## config.mk

```make
export PLATFORM = sky130hd
export DESIGN_NAME = axi_lite_regfile_flat
export DESIGN_NICKNAME = d
export VERILOG_FILES = /design/src/rtl/axi_lite_regfile_if.sv /design/src/rtl/axi_lite_regfile.sv /design/src/flat_wrapper.sv
export SDC_FILE = /design/constraint.sdc
export NUM_CORES = 1
export LEC_CHECK = 0
export ABC_AREA = 1
export BUFFER_PORTS_ARGS = -buffer_cell sky130_fd_sc_hd__buf_2
export CAP_MARGIN = 20
export CORE_ASPECT_RATIO = 0.8
export CORE_MARGIN = 2
export CORE_UTILIZATION = 30
export CTS_BUF_LIST = sky130_fd_sc_hd__clkbuf_16
export CTS_CLUSTER_DIAMETER = 150
export DETAILED_ROUTE_END_ITERATION = 8
export PLACE_DENSITY = 0.54
export SYNTH_ARGS = -nofsm -noshare
export SYNTH_HDL_FRONTEND = slang
export SYNTH_SLANG_ARGS = --single-unit
```

## constraint.sdc

```tcl
create_clock -name clk -period 4 [get_ports clk]
set_input_delay 0 -clock clk [delete_from_list [all_inputs] [get_ports clk]]
set_output_delay 0 -clock clk [all_outputs]
set_load 0.02 [all_outputs]
```

## src/rtl/axi_lite_regfile_if.sv

```systemverilog
// AXI4-Lite bus bundle between one master and the register file slave.
// Signal names follow the slave-side port names of the bus.
interface axi_lite_regfile_if #(
   parameter int unsigned ADDR_W = 32,
   parameter int unsigned DATA_W = 32
);
   localparam int unsigned STRB_W = DATA_W / 8;

   logic                s_awvalid;
   logic                s_awready;
   logic [ADDR_W-1:0]   s_awaddr;
   logic                s_wvalid;
   logic                s_wready;
   logic [DATA_W-1:0]   s_wdata;
   logic [STRB_W-1:0]   s_wstrb;
   logic                s_bvalid;
   logic                s_bready;
   logic [1:0]          s_bresp;
   logic                s_arvalid;
   logic                s_arready;
   logic [ADDR_W-1:0]   s_araddr;
   logic                s_rvalid;
   logic                s_rready;
   logic [DATA_W-1:0]   s_rdata;
   logic [1:0]          s_rresp;

   modport slave (
      input  s_awvalid, s_awaddr, s_wvalid, s_wdata, s_wstrb, s_bready,
             s_arvalid, s_araddr, s_rready,
      output s_awready, s_wready, s_bvalid, s_bresp, s_arready, s_rvalid,
             s_rdata, s_rresp
   );

   modport master (
      output s_awvalid, s_awaddr, s_wvalid, s_wdata, s_wstrb, s_bready,
             s_arvalid, s_araddr, s_rready,
      input  s_awready, s_wready, s_bvalid, s_bresp, s_arready, s_rvalid,
             s_rdata, s_rresp
   );
endinterface

```

## src/rtl/axi_lite_regfile.sv

```systemverilog
// AXI4-Lite slave register file: NUM_REGS byte-strobed registers with
// independent read/write paths, range checking and per-register write pulses.
module axi_lite_regfile #(
   parameter int unsigned ADDR_W    = 32,
   parameter int unsigned DATA_W    = 32,
   parameter int unsigned NUM_REGS  = 16,
   parameter int unsigned BASE_ADDR = 0
) (
   input  logic                         clk,
   input  logic                         rst_n,
   axi_lite_regfile_if.slave            s,
   output logic [NUM_REGS*DATA_W-1:0]   reg_q,
   output logic [NUM_REGS-1:0]          reg_wr_pulse
);
   localparam int unsigned STRB_W = DATA_W / 8;
   localparam int unsigned LSB    = $clog2(STRB_W);
   localparam int unsigned IDX_W  = (NUM_REGS > 1) ? $clog2(NUM_REGS) : 1;
   localparam logic [1:0]  RESP_OKAY   = 2'b00;
   localparam logic [1:0]  RESP_SLVERR = 2'b10;

   typedef enum logic [1:0] {ST_IDLE, ST_COMMIT, ST_RESP} wr_state_e;

   wr_state_e           r_state;
   wr_state_e           w_state_nxt;
   logic                r_aw_held, r_w_held;
   logic                w_aw_held_nxt, w_w_held_nxt;
   logic                r_awready, r_wready;
   logic [ADDR_W-1:0]   r_awaddr;
   logic [DATA_W-1:0]   r_wdata;
   logic [STRB_W-1:0]   r_wstrb;
   logic                r_bvalid;
   logic [1:0]          r_bresp;
   logic                r_arready, r_rvalid;
   logic [DATA_W-1:0]   r_rdata;
   logic [1:0]          r_rresp;
   logic [DATA_W-1:0]   r_regs [NUM_REGS];
   logic [NUM_REGS-1:0] r_wr_pulse;
   logic                w_commit, w_b_done;
   logic                w_aw_hs, w_w_hs, w_ar_hs;
   logic                w_wr_in, w_rd_in;
   logic [IDX_W-1:0]    w_wr_idx, w_rd_idx;
   logic [DATA_W-1:0]   w_rd_val;

   // Borrow out of the base subtraction flags addresses below BASE_ADDR.
   function automatic logic in_range(input logic [ADDR_W-1:0] a);
      logic [ADDR_W:0] d;
      d = {1'b0, a} - {1'b0, ADDR_W'(BASE_ADDR)};
      return !d[ADDR_W] && ((d[ADDR_W-1:0] >> LSB) < ADDR_W'(NUM_REGS));
   endfunction

   function automatic logic [IDX_W-1:0] idx_of(input logic [ADDR_W-1:0] a);
      return IDX_W'((a - ADDR_W'(BASE_ADDR)) >> LSB);
   endfunction

   assign w_aw_hs  = s.s_awvalid && r_awready;
   assign w_w_hs   = s.s_wvalid && r_wready;
   assign w_ar_hs  = s.s_arvalid && r_arready;
   assign w_wr_in  = in_range(r_awaddr);
   assign w_wr_idx = idx_of(r_awaddr);
   assign w_rd_in  = in_range(s.s_araddr);
   assign w_rd_idx = idx_of(s.s_araddr);

   always_comb begin
      w_rd_val = '0;
      for (int unsigned i = 0; i < NUM_REGS; i++) begin
         if (w_rd_idx == IDX_W'(i)) w_rd_val = r_regs[i];
      end
   end

   // Write FSM: state register
   always_ff @(posedge clk) begin
      if (!rst_n) r_state <= ST_IDLE;
      else        r_state <= w_state_nxt;
   end

   // Write FSM: next state and hold-register control
   always_comb begin
      w_state_nxt   = r_state;
      w_commit      = 1'b0;
      w_b_done      = 1'b0;
      w_aw_held_nxt = r_aw_held | w_aw_hs;
      w_w_held_nxt  = r_w_held | w_w_hs;
      case (r_state)
         ST_IDLE: begin
            if (w_aw_held_nxt && w_w_held_nxt) w_state_nxt = ST_COMMIT;
         end
         ST_COMMIT: begin
            w_commit    = 1'b1;
            w_state_nxt = ST_RESP;
         end
         ST_RESP: begin
            if (s.s_bready) begin
               w_b_done      = 1'b1;
               w_aw_held_nxt = 1'b0;
               w_w_held_nxt  = 1'b0;
               w_state_nxt   = ST_IDLE;
            end
         end
         default: w_state_nxt = ST_IDLE;
      endcase
   end

   // Write datapath: holds, readies, register update, B channel
   always_ff @(posedge clk) begin
      if (!rst_n) begin
         r_aw_held  <= 1'b0;
         r_w_held   <= 1'b0;
         r_awready  <= 1'b0;
         r_wready   <= 1'b0;
         r_awaddr   <= '0;
         r_wdata    <= '0;
         r_wstrb    <= '0;
         r_bvalid   <= 1'b0;
         r_bresp    <= RESP_OKAY;
         r_wr_pulse <= '0;
         for (int unsigned i = 0; i < NUM_REGS; i++) r_regs[i] <= '0;
      end else begin
         r_aw_held  <= w_aw_held_nxt;
         r_w_held   <= w_w_held_nxt;
         r_awready  <= !w_aw_held_nxt && (w_state_nxt != ST_RESP);
         r_wready   <= !w_w_held_nxt && (w_state_nxt != ST_RESP);
         if (w_aw_hs) r_awaddr <= s.s_awaddr;
         if (w_w_hs) begin
            r_wdata <= s.s_wdata;
            r_wstrb <= s.s_wstrb;
         end
         if (w_commit) begin
            r_bvalid <= 1'b1;
            r_bresp  <= w_wr_in ? RESP_OKAY : RESP_SLVERR;
         end else if (w_b_done) begin
            r_bvalid <= 1'b0;
         end
         r_wr_pulse <= '0;
         for (int unsigned i = 0; i < NUM_REGS; i++) begin
            if (w_commit && w_wr_in && (w_wr_idx == IDX_W'(i))) begin
               r_wr_pulse[i] <= |r_wstrb;
               for (int unsigned b = 0; b < STRB_W; b++) begin
                  if (r_wstrb[b]) r_regs[i][b*8 +: 8] <= r_wdata[b*8 +: 8];
               end
            end
         end
      end
   end

   // Read path: single outstanding read; rdata samples pre-commit register values
   always_ff @(posedge clk) begin
      if (!rst_n) begin
         r_arready <= 1'b0;
         r_rvalid  <= 1'b0;
         r_rdata   <= '0;
         r_rresp   <= RESP_OKAY;
      end else begin
         r_arready <= !(w_ar_hs || (r_rvalid && !s.s_rready));
         if (w_ar_hs) begin
            r_rvalid <= 1'b1;
            r_rdata  <= w_rd_in ? w_rd_val : '0;
            r_rresp  <= w_rd_in ? RESP_OKAY : RESP_SLVERR;
         end else if (r_rvalid && s.s_rready) begin
            r_rvalid <= 1'b0;
         end
      end
   end

   assign s.s_awready  = r_awready;
   assign s.s_wready   = r_wready;
   assign s.s_bvalid   = r_bvalid;
   assign s.s_bresp    = r_bresp;
   assign s.s_arready  = r_arready;
   assign s.s_rvalid   = r_rvalid;
   assign s.s_rdata    = r_rdata;
   assign s.s_rresp    = r_rresp;
   assign reg_wr_pulse = r_wr_pulse;

   for (genvar g = 0; g < NUM_REGS; g++) begin : g_regq
      assign reg_q[g*DATA_W +: DATA_W] = r_regs[g];
   end
endmodule

```

## src/flat_wrapper.sv

```systemverilog
// flat-port wrapper written by rule: the top's interface ports become plain ports
module axi_lite_regfile_flat 
#(
   parameter int unsigned ADDR_W    = 32,
   parameter int unsigned DATA_W    = 32,
   parameter int unsigned NUM_REGS  = 16,
   parameter int unsigned BASE_ADDR = 0
)
  (clk, rst_n, reg_q, reg_wr_pulse, s_s_awvalid, s_s_awaddr, s_s_wvalid, s_s_wdata, s_s_wstrb, s_s_bready, s_s_arvalid, s_s_araddr, s_s_rready, s_s_awready, s_s_wready, s_s_bvalid, s_s_bresp, s_s_arready, s_s_rvalid, s_s_rdata, s_s_rresp);
  axi_lite_regfile_if #(.ADDR_W(ADDR_W), .DATA_W(DATA_W)) s_i ();
  input  logic clk;
  input  logic rst_n;
  output logic [NUM_REGS*DATA_W-1:0] reg_q;
  output logic [NUM_REGS-1:0] reg_wr_pulse;
  input wire logic [$bits(s_i.s_awvalid)-1:0] s_s_awvalid;
  input wire logic [$bits(s_i.s_awaddr)-1:0] s_s_awaddr;
  input wire logic [$bits(s_i.s_wvalid)-1:0] s_s_wvalid;
  input wire logic [$bits(s_i.s_wdata)-1:0] s_s_wdata;
  input wire logic [$bits(s_i.s_wstrb)-1:0] s_s_wstrb;
  input wire logic [$bits(s_i.s_bready)-1:0] s_s_bready;
  input wire logic [$bits(s_i.s_arvalid)-1:0] s_s_arvalid;
  input wire logic [$bits(s_i.s_araddr)-1:0] s_s_araddr;
  input wire logic [$bits(s_i.s_rready)-1:0] s_s_rready;
  output wire logic [$bits(s_i.s_awready)-1:0] s_s_awready;
  output wire logic [$bits(s_i.s_wready)-1:0] s_s_wready;
  output wire logic [$bits(s_i.s_bvalid)-1:0] s_s_bvalid;
  output wire logic [$bits(s_i.s_bresp)-1:0] s_s_bresp;
  output wire logic [$bits(s_i.s_arready)-1:0] s_s_arready;
  output wire logic [$bits(s_i.s_rvalid)-1:0] s_s_rvalid;
  output wire logic [$bits(s_i.s_rdata)-1:0] s_s_rdata;
  output wire logic [$bits(s_i.s_rresp)-1:0] s_s_rresp;
  assign s_i.s_awvalid = s_s_awvalid;
  assign s_i.s_awaddr = s_s_awaddr;
  assign s_i.s_wvalid = s_s_wvalid;
  assign s_i.s_wdata = s_s_wdata;
  assign s_i.s_wstrb = s_s_wstrb;
  assign s_i.s_bready = s_s_bready;
  assign s_i.s_arvalid = s_s_arvalid;
  assign s_i.s_araddr = s_s_araddr;
  assign s_i.s_rready = s_s_rready;
  assign s_s_awready = s_i.s_awready;
  assign s_s_wready = s_i.s_wready;
  assign s_s_bvalid = s_i.s_bvalid;
  assign s_s_bresp = s_i.s_bresp;
  assign s_s_arready = s_i.s_arready;
  assign s_s_rvalid = s_i.s_rvalid;
  assign s_s_rdata = s_i.s_rdata;
  assign s_s_rresp = s_i.s_rresp;
  axi_lite_regfile #(.ADDR_W(ADDR_W), .DATA_W(DATA_W), .NUM_REGS(NUM_REGS), .BASE_ADDR(BASE_ADDR)) u_core (.clk(clk), .rst_n(rst_n), .s(s_i), .reg_q(reg_q), .reg_wr_pulse(reg_wr_pulse));
endmodule
```

* After elaboration in Yosys (flattened, before gate mapping)
Memories as Yosys holds them, arrays and structs flattened. Cells that the tools add are included.
Word-level totals: register bits 129, RAM bits 512, input bits 107, output and inout bits 569, word-level logic and storage cells 478, memories 1
Cells by class: $lt $le $gt $ge 2, equality and inequality tests 33, mux-type cells 294, bitwise gates (word level) 66, reductions and logical operators 52
Memory list:
- u_core.r_regs | words 16, bits a word 32, read ports 16, clocked after memory_dff 0, write ports 16, line axi_lite_regfile.sv:36 | logic [DATA_W-1:0] r_regs [NUM_REGS];
Operator list (count):
- two-way mux 32 bit | 17
- two-way mux 8 bit | 64
- two-way mux 1 bit | 208
- OR 1 bit | 66
- equality test 4 bit, second input constant | 16
- < comparator 30 x 5 -> 1 bit, second input constant | 2
- equality test 4 x 3 -> 1 bit, second input constant | 8
- AND reduction 2 bit | 16
- logical AND 1 bit | 25
- equality test 4 x 2 -> 1 bit, second input constant | 4
- equality test 4 x 1 -> 1 bit, second input constant | 2
- zero test 4 bit | 2
- two-way mux 2 bit | 4
- one-hot mux 2 bit (3 select lines) | 1
- zero test 1 bit | 4
- nonzero test 2 bit | 2
- OR reduction 4 bit | 1
- equality test 2 x 1 -> 1 bit, second input constant | 1
- equality test 2 bit, second input constant | 1
- zero test 2 bit | 1
- != test 2 bit, second input constant | 1
- logical OR 1 bit | 1

* Logic depth before layout (Yosys ltp)
Gate-level depths: netlist (run 1).
word-level depth 18, gate-level depth with buffers 16, mapped depth without buffers 15

* Least setup slack after synthesis (run 1)
Ideal clock, no wire load.
path kind reg-to-reg, start point register u_core.r_awaddr[15], end point memory u_core.r_regs[12][0], in the netlist u_core.r_regs[1][128] (enable), library setup time 0.384 ns, arrival time 2.105 ns, required time 3.616 ns, slack 1.511 ns, cell stages (with the launch flop) 7, buffers on the path 0, clock period less this slack 2.489 ns, path through dfxtp_1 or4_1 nor4_4 nand2_1 nor2_1 nand2_1 o21ai_0
RTL lines:
- start, declared | line axi_lite_regfile.sv:28 | logic [ADDR_W-1:0] r_awaddr;
- start signal, assigned | line axi_lite_regfile.sv:122 | if (w_aw_hs) r_awaddr <= s.s_awaddr;
- end, declared | line axi_lite_regfile.sv:36

==> summary.txt, run 1 <==
Clock tree
  • Clock sinks: around 640
  • H-Tree Depth: 3
  • Clk_lat worst skew: approximately 0.62 ns
  • Clock slew at reported path FFs: 0.06 ns
  • Post-CTS setup buffers: 0
  • Root Driver: clkbuf_16
  • Deepest clock path buffer count: 3
  • Total CTS buffers: 70
  • TritonCTS clock tree: built

Routing
  • First-pass DRT Iterations: 5
  • Via count: about 22k
  • # DRC: 0
  • Routed length per instance: around 25 µm
  • Initial DRC Count: 2041
  • Drt total wl: 115000 µm
  • Post-DRT Antenna Nets: 0
  • Via density: between 4 and 5

Floorplanning
  • Initial Util: between 30% and 40%
  • Core outline area: about 88000 µm²
  • DIE AREA: between 90000 and 100000 µm²
  • I/O Pins: 676
  • Die Wd: 337 µm
  • Die span in y: 271 µm
  • Core Rows: 97

Placement
  • Port buffer count: between 600 and 700
  • DP Area: 31500 µm²
  • Dpl hpwl: just under 90000 µm
  • Placed cells: between 4k and 5k
  • Placer congestion estimate: roughly 0.9

Critical path
  • Worst Setup End Kind: flop
  • Maximum fanout along the worst path: 9
  • Setup CP Type: reg2reg
  • Worst Path Arrival: between 3 and 4 ns
  • WP data required: 4.27 ns
  • CP startpoint kind: flop

Timing
  • Final Cycle Share: 73.2%
  • Final hold vios: 0
  • Final setup TNS: 0 ns
  • RSZ-0062 raised after global routing: no
  • Fmax: approximately 340 MHz
  • Clock Skews: about 0.025 ns
  • Setup violators final: 0
  • Hold slack: a little over 0.07 ns
  • Least-Margin Pin Slew: between 1 and 1.5 ns
  • Slew Limit Fails: 0
  • Post-layout minimum cycle time: approximately 2.9 ns
  • Max-slew headroom: between 20% and 30%

Final layout
  • Layout cells sized above 1: between 20% and 30%
  • Finished Layout Cells: roughly 4.7k
  • Final instance area: roughly 35000 µm²
  • Area grow syn2layout: 31.2%
  • Util after Layout: roughly two fifths
  • Commonest cells after routing, fill and taps aside: buf_2, nor2_1, nand2_1, edfxtp_1, inv_1
  • Final nets: roughly 3.5k
  • Most common cell after layout, fill and taps aside: buf_2

Power
  • Peak VDD IR: 247 µV
  • Leak pwr: about 15 nW
  • PwrDens: 450 nW/µm²

Synth
  • Synth cell types: 32
  • Seq/Total Area, Yosys: about 67%
  • Number of flops mapped to enable cells by yosys: between 500 and 600
  • Primary FF master, synth: edfxtp_1
  • Seq cells post-synth: approximately 640
  • Synth Instances: ~2.6k
  • YS warnings: 0
  • Post-Syn Area per Cell: 10.2 µm²
  • Asr flop ratio synth: 0%
  • Cell Area, Synth: 26700 µm²

Global routing
  • Total gr overflow: 0
  • First-pass GRT wire length: about 160000 µm
  • Maximum number of pins on one net before global-route repair: 87
  • GR Util All Layers: about a quarter
  • Initial antenna violation count: 12
  • Number of global-route vias before repair: 21.3k

Min path
  • Worst hold-check path type: in2reg

Outcome
  • Status: finished clean

Flow run
  • # Max-Cap Violations: 0
## worst max-delay path: stages, from the launching register on
cell and delay [ns]:
dfxtp_1 0.31, nor4_1 0.36, nand3_1 0.19, nor4_4 0.35, nand2_2 0.11, nor2_2 0.18, inv_1 0.18, nor2_4 0.28
nand2_2 0.20, nand2_1 0.40
## per-layer routing
layer	vias to the layer above	track usage (%)	share of wire (%)
met5	-	0	0.050
met4	10	5.44	2.3
met3	153	7.60	9.2
met2	898	40.6	48
met1	11055	30.7	41
li1	10305	-	-
## path summary, 6_finish.rpt
kind                        startpoint                    to  slack [ns]  cells past startpoint
setup / recovery   u_core.r_awaddr[27]  u_core.r_regs[1][51]        1.07                      9
setup reg to reg   u_core.r_awaddr[27]  u_core.r_regs[1][51]        1.07                      9
hold / removal             s_s_awvalid   u_core.r_awaddr[21]        0.07                      5
hold reg to reg   u_core.s.s_rdata[20]  u_core.s.s_rdata[20]        0.46                      2
## cells by family after synthesis
family	count (synthesis)	synth area share, %
AOI/OAI and AO/OA	194	3.67
buffers and inverters	291	4.26
DFF	637	67.0
other	1	0.0141
and+or+nand+nor	1487	25.0
## Yosys cell counts, types with 11 or more instances
cell type  instances  area, µm²
a21oi_1          100        500
buf_2             16       80.1
clkbuf_1         105        394
dfxtp_1          125       2500
edfxtp_1         512      15400
inv_1            152        571
nand2_1          542       2030
nand2_2           11       68.8
nand2_4           32        360
nand3_1           84        420
nand4_1           84        526
nor2_1           570       2140
nor2_2            35        219
nor3_1            44        220
o21ai_0           92        460
or2_2             55        344
## registers in the layout (all words and copies together), names as in the netlist, 2 cells and up
name,count
u_core.r_regs,512
u_core.r_wdata,32
u_core.s.s_rdata,32
u_core.r_awaddr,30
u_core.reg_wr_pulse,16
u_core.r_wstrb,4
u_core.r_state,2
## power breakdown
group / switching, mW / internal [mW]
registers: 0.206 / 7.46
logic: 1.20 / 0.475
clock network: 2.78 / 3.63
## layout make-up
class / count / area [µm²]
well taps: 1188 / 1490
diodes: 3 / 7.51
fillers: 8703 / 52800
inverters: 158 / 593
multi-input cells: 1683 / 7680
clock inverters: 54 / 439
repair buffers: 862 / 5130
flip-flops and latches: 637 / 17900
clock buffers: 71 / 1780
## metrics by stage
| step | setup slack, ns | power (mW) |
|---|---|---|
| floorplan | 1.51 | 8.58 |
| finish | 1.07 | 15.8 |
| global route | 0.832 | 16.2 |
| CTS | 0.962 | 15.9 |
| detailed placement | 1.00 | 9.37 |
| global placement | 1.07 | 9.36 |
## what timing repair did
item,4_1_cts,5_1_grt
hold buffers,125,0
resized for setup,0,0
endpoints found under the hold margin,107,0
Power figures use the tool's default switching activity.
==> run 2: changes to the inputs <==
PLACE_DENSITY = 0.56   (was 0.54)
clock period = 2.6 ns   (was 4 ns; I/O delays follow)
==> run 2 against run 1 <==
Die area is the same. Sequential power grew 54%. Sequential share of layout area shrank 1.5 points. Count of clock-buffer cells in the layout grew 1. Hold slack lost 0.036 ns. Clock skew grew 0.0020 ns. Power grew 54%. Maximum frequency grew 21%. Critical path depth grew 2.
==> summary.txt, run 2 (synthesis results as in run 1) <==
Critical path
  • Crit-path max cell delay: about 0.32 ns
  • WP data required: 2.93 ns
  • Maximum fanout along the worst path: 8
  • Reg2Reg Depth: 11
  • WP depth: 11
  • Crit path max-delay family: simple AND/OR/NAND/NOR gates
  • Setup crit start: u_core.r_awaddr[19]
  • Worst Path Arrival: approximately 2.8 ns
  • Crit-path slowest cell: dfxtp_1
  • Worst path bufs/invs: 3
  • Worst r2r src: u_core.r_awaddr[19]
  • Setup CP Type: reg2reg
  • Worst path cell trace: nor4_2, nand3_1, nor4_4, buf_4, nand2_2, nor2_2, inv_4, nor2_8, nand2_4, nand2_1, buf_12
  • Worst Setup EP: u_core.r_regs[0][95]
  • R2R Path End: u_core.r_regs[0][95]
  • CP startpoint kind: flop
  • Worst Setup End Kind: flop
  • Reg2Reg Setup Slack: 0.18 ns

Power
  • Overall power: approximately 24 mW
  • PwrDens: a little under 700 nW/µm²
  • Leak pwr: around 16 nW
  • Peak VDD IR: ~490 µV

Timing
  • Slew Limit Fails: 0
  • Final hold vios: 0
  • Final Worst Setup Slack: between 0.15 and 0.2 ns
  • Hold slack: ~0.035 ns
  • Least-Margin Pin Slew: 0.938 ns
  • Final setup TNS: 0 ns
  • Fmax: approximately 410 MHz
  • Final Cycle Share: between 90 and 100%
  • Setup violators final: 0
  • Post-layout minimum cycle time: 2.42 ns
  • Max-slew headroom: 37.4%
  • Clock Skews: roughly 0.027 ns
  • RSZ-0062 raised after global routing: yes

Final layout
  • Top reg by flops: u_core.r_regs
  • Max reg flops: 512
  • Commonest cells after routing, fill and taps aside: buf_2, nor2_1, nand2_1, edfxtp_1, inv_1
  • Most common cell after layout, fill and taps aside: buf_2
  • Layout cells sized above 1: between 30% and 40%
  • Final instance area: between 30000 and 40000 µm²
  • Area grow syn2layout: 35.1%
  • Final nets: between 3k and 4k

Placement
  • Dpl hpwl: 91300 µm
  • Port buffer count: 669
  • Placer congestion estimate: ~0.90
  • Post-Place Setup Slack: 0.00838 ns
  • DP Area: between 30000 and 40000 µm²

Min path
  • Worst hold-check path type: in2reg
  • Hold_sp: s_s_awvalid

Routing
  • # DRC: 0
  • Drt total wl: approximately 110000 µm
  • Routed length per instance: about 24 µm
  • Initial DRC Count: 1867
  • Via count: roughly 23k
  • Post-DRT Antenna Nets: 0
  • Via density: between 4 and 5
  • First-pass DRT Iterations: 6

Floorplanning
  • Core Rows: slightly below 100
  • Core outline area: about 88000 µm²
  • I/O Pins: 676
  • DIE AREA: approximately 90000 µm²
  • Die Wd: around 340 µm
  • Die span in y: ~270 µm
  • Initial Util: about 30%

Global routing
  • GR Util All Layers: 24.4%
  • Initial antenna violation count: 15
  • Number of global-route vias before repair: around 22k
  • Maximum number of pins on one net before global-route repair: between 60 and 70
  • First-pass GRT wire length: 158000 µm
  • Total gr overflow: 0

Clock tree
  • TritonCTS clock tree: built
  • Post-CTS setup buffers: 0
  • Clk_lat worst skew: ~0.63 ns
  • Clock slew at reported path FFs: ~0.070 ns
  • H-Tree Depth: 3
  • Deepest clock path buffer count: 3
  • Clock sinks: approximately 640
  • Root Driver: clkbuf_16
  • Total CTS buffers: between 70 and 80

Outcome
  • Status: finished clean

Flow run
  • # Max-Cap Violations: 0
run 2: cell types whose count changed in the layout (fill, tap and decap cells not counted), moves of 3 or more:
cell / change
nor4_1: -3
o21ai_1: +6
nor4_2: +3
clkinv_1: +5
dlygate4sd3_1: -17
buf_12: +19
nand2_2: +17
buf_4: +99
o21ai_0: -7
nand2_1: -17
run 2: worst min-delay path by stage:
stage          slack (ns)  cells past startpoint             endpoint
6_report             0.03                      5  u_core.r_awaddr[27]
5_1_grt              0.07                      5  u_core.r_awaddr[27]
3_5_place_dp         0.26                      3  u_core.r_awaddr[10]
3_3_place_gp         0.25                      3   u_core.r_wdata[10]
2_1_floorplan        0.17                      2  u_core.r_awaddr[10]
4_1_cts            0.0005                      5  u_core.r_awaddr[27]
run 2: tightest hold or removal path: stages:
cell	delay, ns
buf_2	0.08
nand2_1	0.06
buf_4	0.23
o21ai_0	0.20
nor2_1	0.04
run 2: layout make-up:
type	instances	area, µm²
clock inverter	60	425
sequential	637	17900
timing repair buffer	964	6090
tap	1188	1490
inverter	158	598
multi-input combinational	1683	7740
fill	8642	51700
antenna	2	5.00
clock buffer	72	1800
run 2: timing repair:
item | in CTS | in global routing
endpoints found under the setup margin | 20 | 491
endpoints found under the hold margin | 74 | 0
pin swaps | 0 | 2
resized for setup | 4 | 28
hold buffers | 108 | 0
run 2: power breakdown:
part	internal [mW]	switching [mW]
Clock	5.48	4.32
Combinational	0.809	1.87
Sequential	11.5	0.312
Total	17.8	6.50
run 2: routing by layer:
layer	GRT usage, %	part of all wire (%)	vias up
met1	29.8	40	11096
met2	40.2	47	950
li1	-	-	10514
met5	0	0.082	-
met4	6.97	2.9	16
met3	8.82	10	182
run 2: through the flow:
stage	util, %	cells
after global placement	37.2	4521
final	41.1	4764
after detailed placement	37.2	4521
after global routing	41.1	4762
after floorplan	-	2611
after CTS	41.0	4761
==> run 3: changes to the inputs <==
PLACE_DENSITY = 0.54   (was 0.56)
SLEW_MARGIN = 15   (was default)
clock period = 2.9 ns   (was 2.6 ns; I/O delays follow)
==> run 3 against run 2 <==
Wire length increased by 0.56%. Sequential share of layout area increased by 1.2 points. Combinational power decreased by 15%. Register-to-register slack improved by 0.02 ns. Power decreased by 9.4%. Sequential cell count unchanged. Setup slack improved by 0.020 ns. Non-clock buffer count decreased by 82. Die area unchanged. Critical endpoint is now u_core.r_regs[0][98]. Largest power group unchanged.
==> summary.txt, run 3 (synthesis results as in run 1) <==
Final layout
  • Register area: 17900 µm²
  • Final instance area: between 30000 and 40000 µm²
  • Max reg flops: around 510
  • Top reg by flops: u_core.r_regs
  • Most common cell after layout, fill and taps aside: buf_2
  • Layout cells sized above 1: slightly above 30%
  • Area grow syn2layout: 32.0%
  • Commonest cells after routing, fill and taps aside: buf_2, nor2_1, nand2_1, edfxtp_1, inv_1
  • Fillers: between 8k and 9k
  • Final nets: between 3k and 4k
  • Area of the multi-input gates: about 7700 µm²

Floorplanning
  • Die span in y: 271 µm
  • I/O Pins: 676
  • Die Wd: 337 µm
  • Core outline area: 87700 µm²
  • Core Rows: between 90 and 100
  • Initial Util: a little under a third
  • DIE AREA: roughly 91000 µm²

Clock tree
  • TritonCTS clock tree: built
  • Deepest clock path buffer count: 3
  • Clk_lat worst skew: about 0.62 ns
  • H-Tree Depth: 3
  • Root Driver: clkbuf_16
  • Clock sinks: between 600 and 700
  • Total CTS buffers: about 70
  • Clock slew at reported path FFs: roughly 0.060 ns

Placement
  • Post-Place Setup Slack: ~0.13 ns
  • Port buffer count: about 670
  • Dpl hpwl: ~91000 µm
  • DP Area: roughly 32000 µm²
  • Placer congestion estimate: approximately 0.9

Timing
  • Clock Skews: roughly 0.028 ns
  • Max-slew headroom: between 20 and 30%
  • Final Worst Setup Slack: roughly 0.20 ns
  • Least-Margin Pin Slew: between 1 and 1.5 ns
  • Final Cycle Share: between 90% and 100%
  • Final hold vios: 0
  • Fmax: ~370 MHz
  • Hold slack: between 0.015 and 0.02 ns
  • Setup violators final: 0
  • Post-layout minimum cycle time: around 2.7 ns
  • Slew Limit Fails: 0
  • RSZ-0062 raised after global routing: no
  • Final setup TNS: 0 ns

Routing
  • Max layer used: met5
  • First-pass DRT Iterations: 6
  • Post-Route M1 WL: around 47000 µm
  • Via count: between 20k and 25k
  • Met2 WL: 54300 µm
  • Post-DRT Antenna Nets: 0
  • # DRC: 0
  • Via density: approximately 4.8
  • Routed length per instance: roughly 25 µm
  • Met3 routed WL: roughly 11000 µm
  • Drt total wl: between 100000 and 150000 µm
  • Initial DRC Count: 2177

Power
  • Sequential Power Share: a little under half
  • Clock power share: 41.6%
  • Psw: 5.82 mW
  • Total internal power: between 15 and 20 mW
  • Overall power: roughly 22 mW
  • Gate power share: a little over a tenth
  • Switching part of the total: between 20% and 30%
  • Leak pwr: ~15 nW
  • PwrDens: ~630 nW/µm²
  • Peak VDD IR: approximately 360 µV

Global routing
  • Initial antenna violation count: 15
  • Total gr overflow: 0
  • Number of global-route vias before repair: approximately 22k
  • Maximum number of pins on one net before global-route repair: 60
  • First-pass GRT wire length: between 150000 and 200000 µm
  • GR Util All Layers: about a quarter

Critical path
  • WP data required: about 3.2 ns
  • CP startpoint kind: flop
  • Maximum fanout along the worst path: 9
  • Worst Setup End Kind: flop
  • Setup CP Type: reg2reg
  • Worst Path Arrival: 2.98 ns
  • Worst r2r src: u_core.r_awaddr[27]
  • Setup crit start: u_core.r_awaddr[27]

Min path
  • Worst hold-check path type: in2reg
  • Hold_sp: rst_n

Flow run
  • # Max-Cap Violations: 0

Outcome
  • Status: finished clean
[run 3: changes by cell type in the layout (fill, tap and decap cells not counted), moves of 3 or more]
cell,change
o21ai_0,+7
inv_6,-4
clkinv_2,-7
buf_4,-36
buf_12,-18
clkbuf_16,+3
dlygate4sd3_1,-27
nand2_2,-12
nand2_1,+12
o21ai_1,-6
inv_1,+3
[run 3: final cells by class]
type                       instances  area share, %
sequential                       637           50.8
timing repair buffer             882           14.7
multi-input combinational       1683           21.9
inverter                         158           1.69
tap                             1188           4.22
antenna                            2         0.0142
clock inverter                    57           1.32
clock buffer                      75           5.33
[run 3: power groups by stage]
stage / Combinational, mW / Sequential, mW / Clock [mW]
after floorplan: 0.763 / 11.1 / 0
after global placement: 2.20 / 10.8 / 0
after detailed placement: 2.21 / 10.8 / 0
after CTS: 2.31 / 10.6 / 9.30
after global routing: 2.45 / 10.6 / 9.62
final: 2.29 / 10.6 / 9.14
[run 3: stage by stage]
stage / util [%] / cells
6_report: 40.1 / 4682
5_1_grt: 40.1 / 4680
4_1_cts: 40.1 / 4680
3_5_place_dp: 36.5 / 4467
3_3_place_gp: 36.5 / 4467
2_1_floorplan: - / 2611
[run 3: layer usage]
layer / track usage (%) / vias up
met1: 31.4 / 11034
li1: - / 10347
met5: 0 / -
met4: 6.40 / 12
met2: 40.1 / 937
met3: 7.55 / 177
[run 3: path summary, 6_finish.rpt]
check,end,slack (ns),cells after the start
max,u_core.r_regs[0][98],0.20,9
min,u_core.r_wstrb[0],0.02,3
max reg2reg,u_core.r_regs[0][98],0.20,9
min reg2reg,u_core.r_awaddr[13],0.46,2
[run 3: critical path: stages, from the launching register on]
cell and delay [ns]:
dfxtp_1 0.32, nor4_2 0.32, nand3_1 0.17, nor4_4 0.38, nand2_2 0.12, nor2_2 0.11
inv_2 0.19, nor2_8 0.28, nand2_4 0.13, nand2_1 0.31
[run 3: what timing repair did]
| action | 4_1_cts | 5_1_grt |
|---|---|---|
| setup buffers | 0 | 0 |
| endpoints found under the hold margin | 74 | 0 |
| gates resized for setup | 0 | 7 |
| hold buffers | 81 | 0 |
| setup endpoints to repair | 0 | 434 |
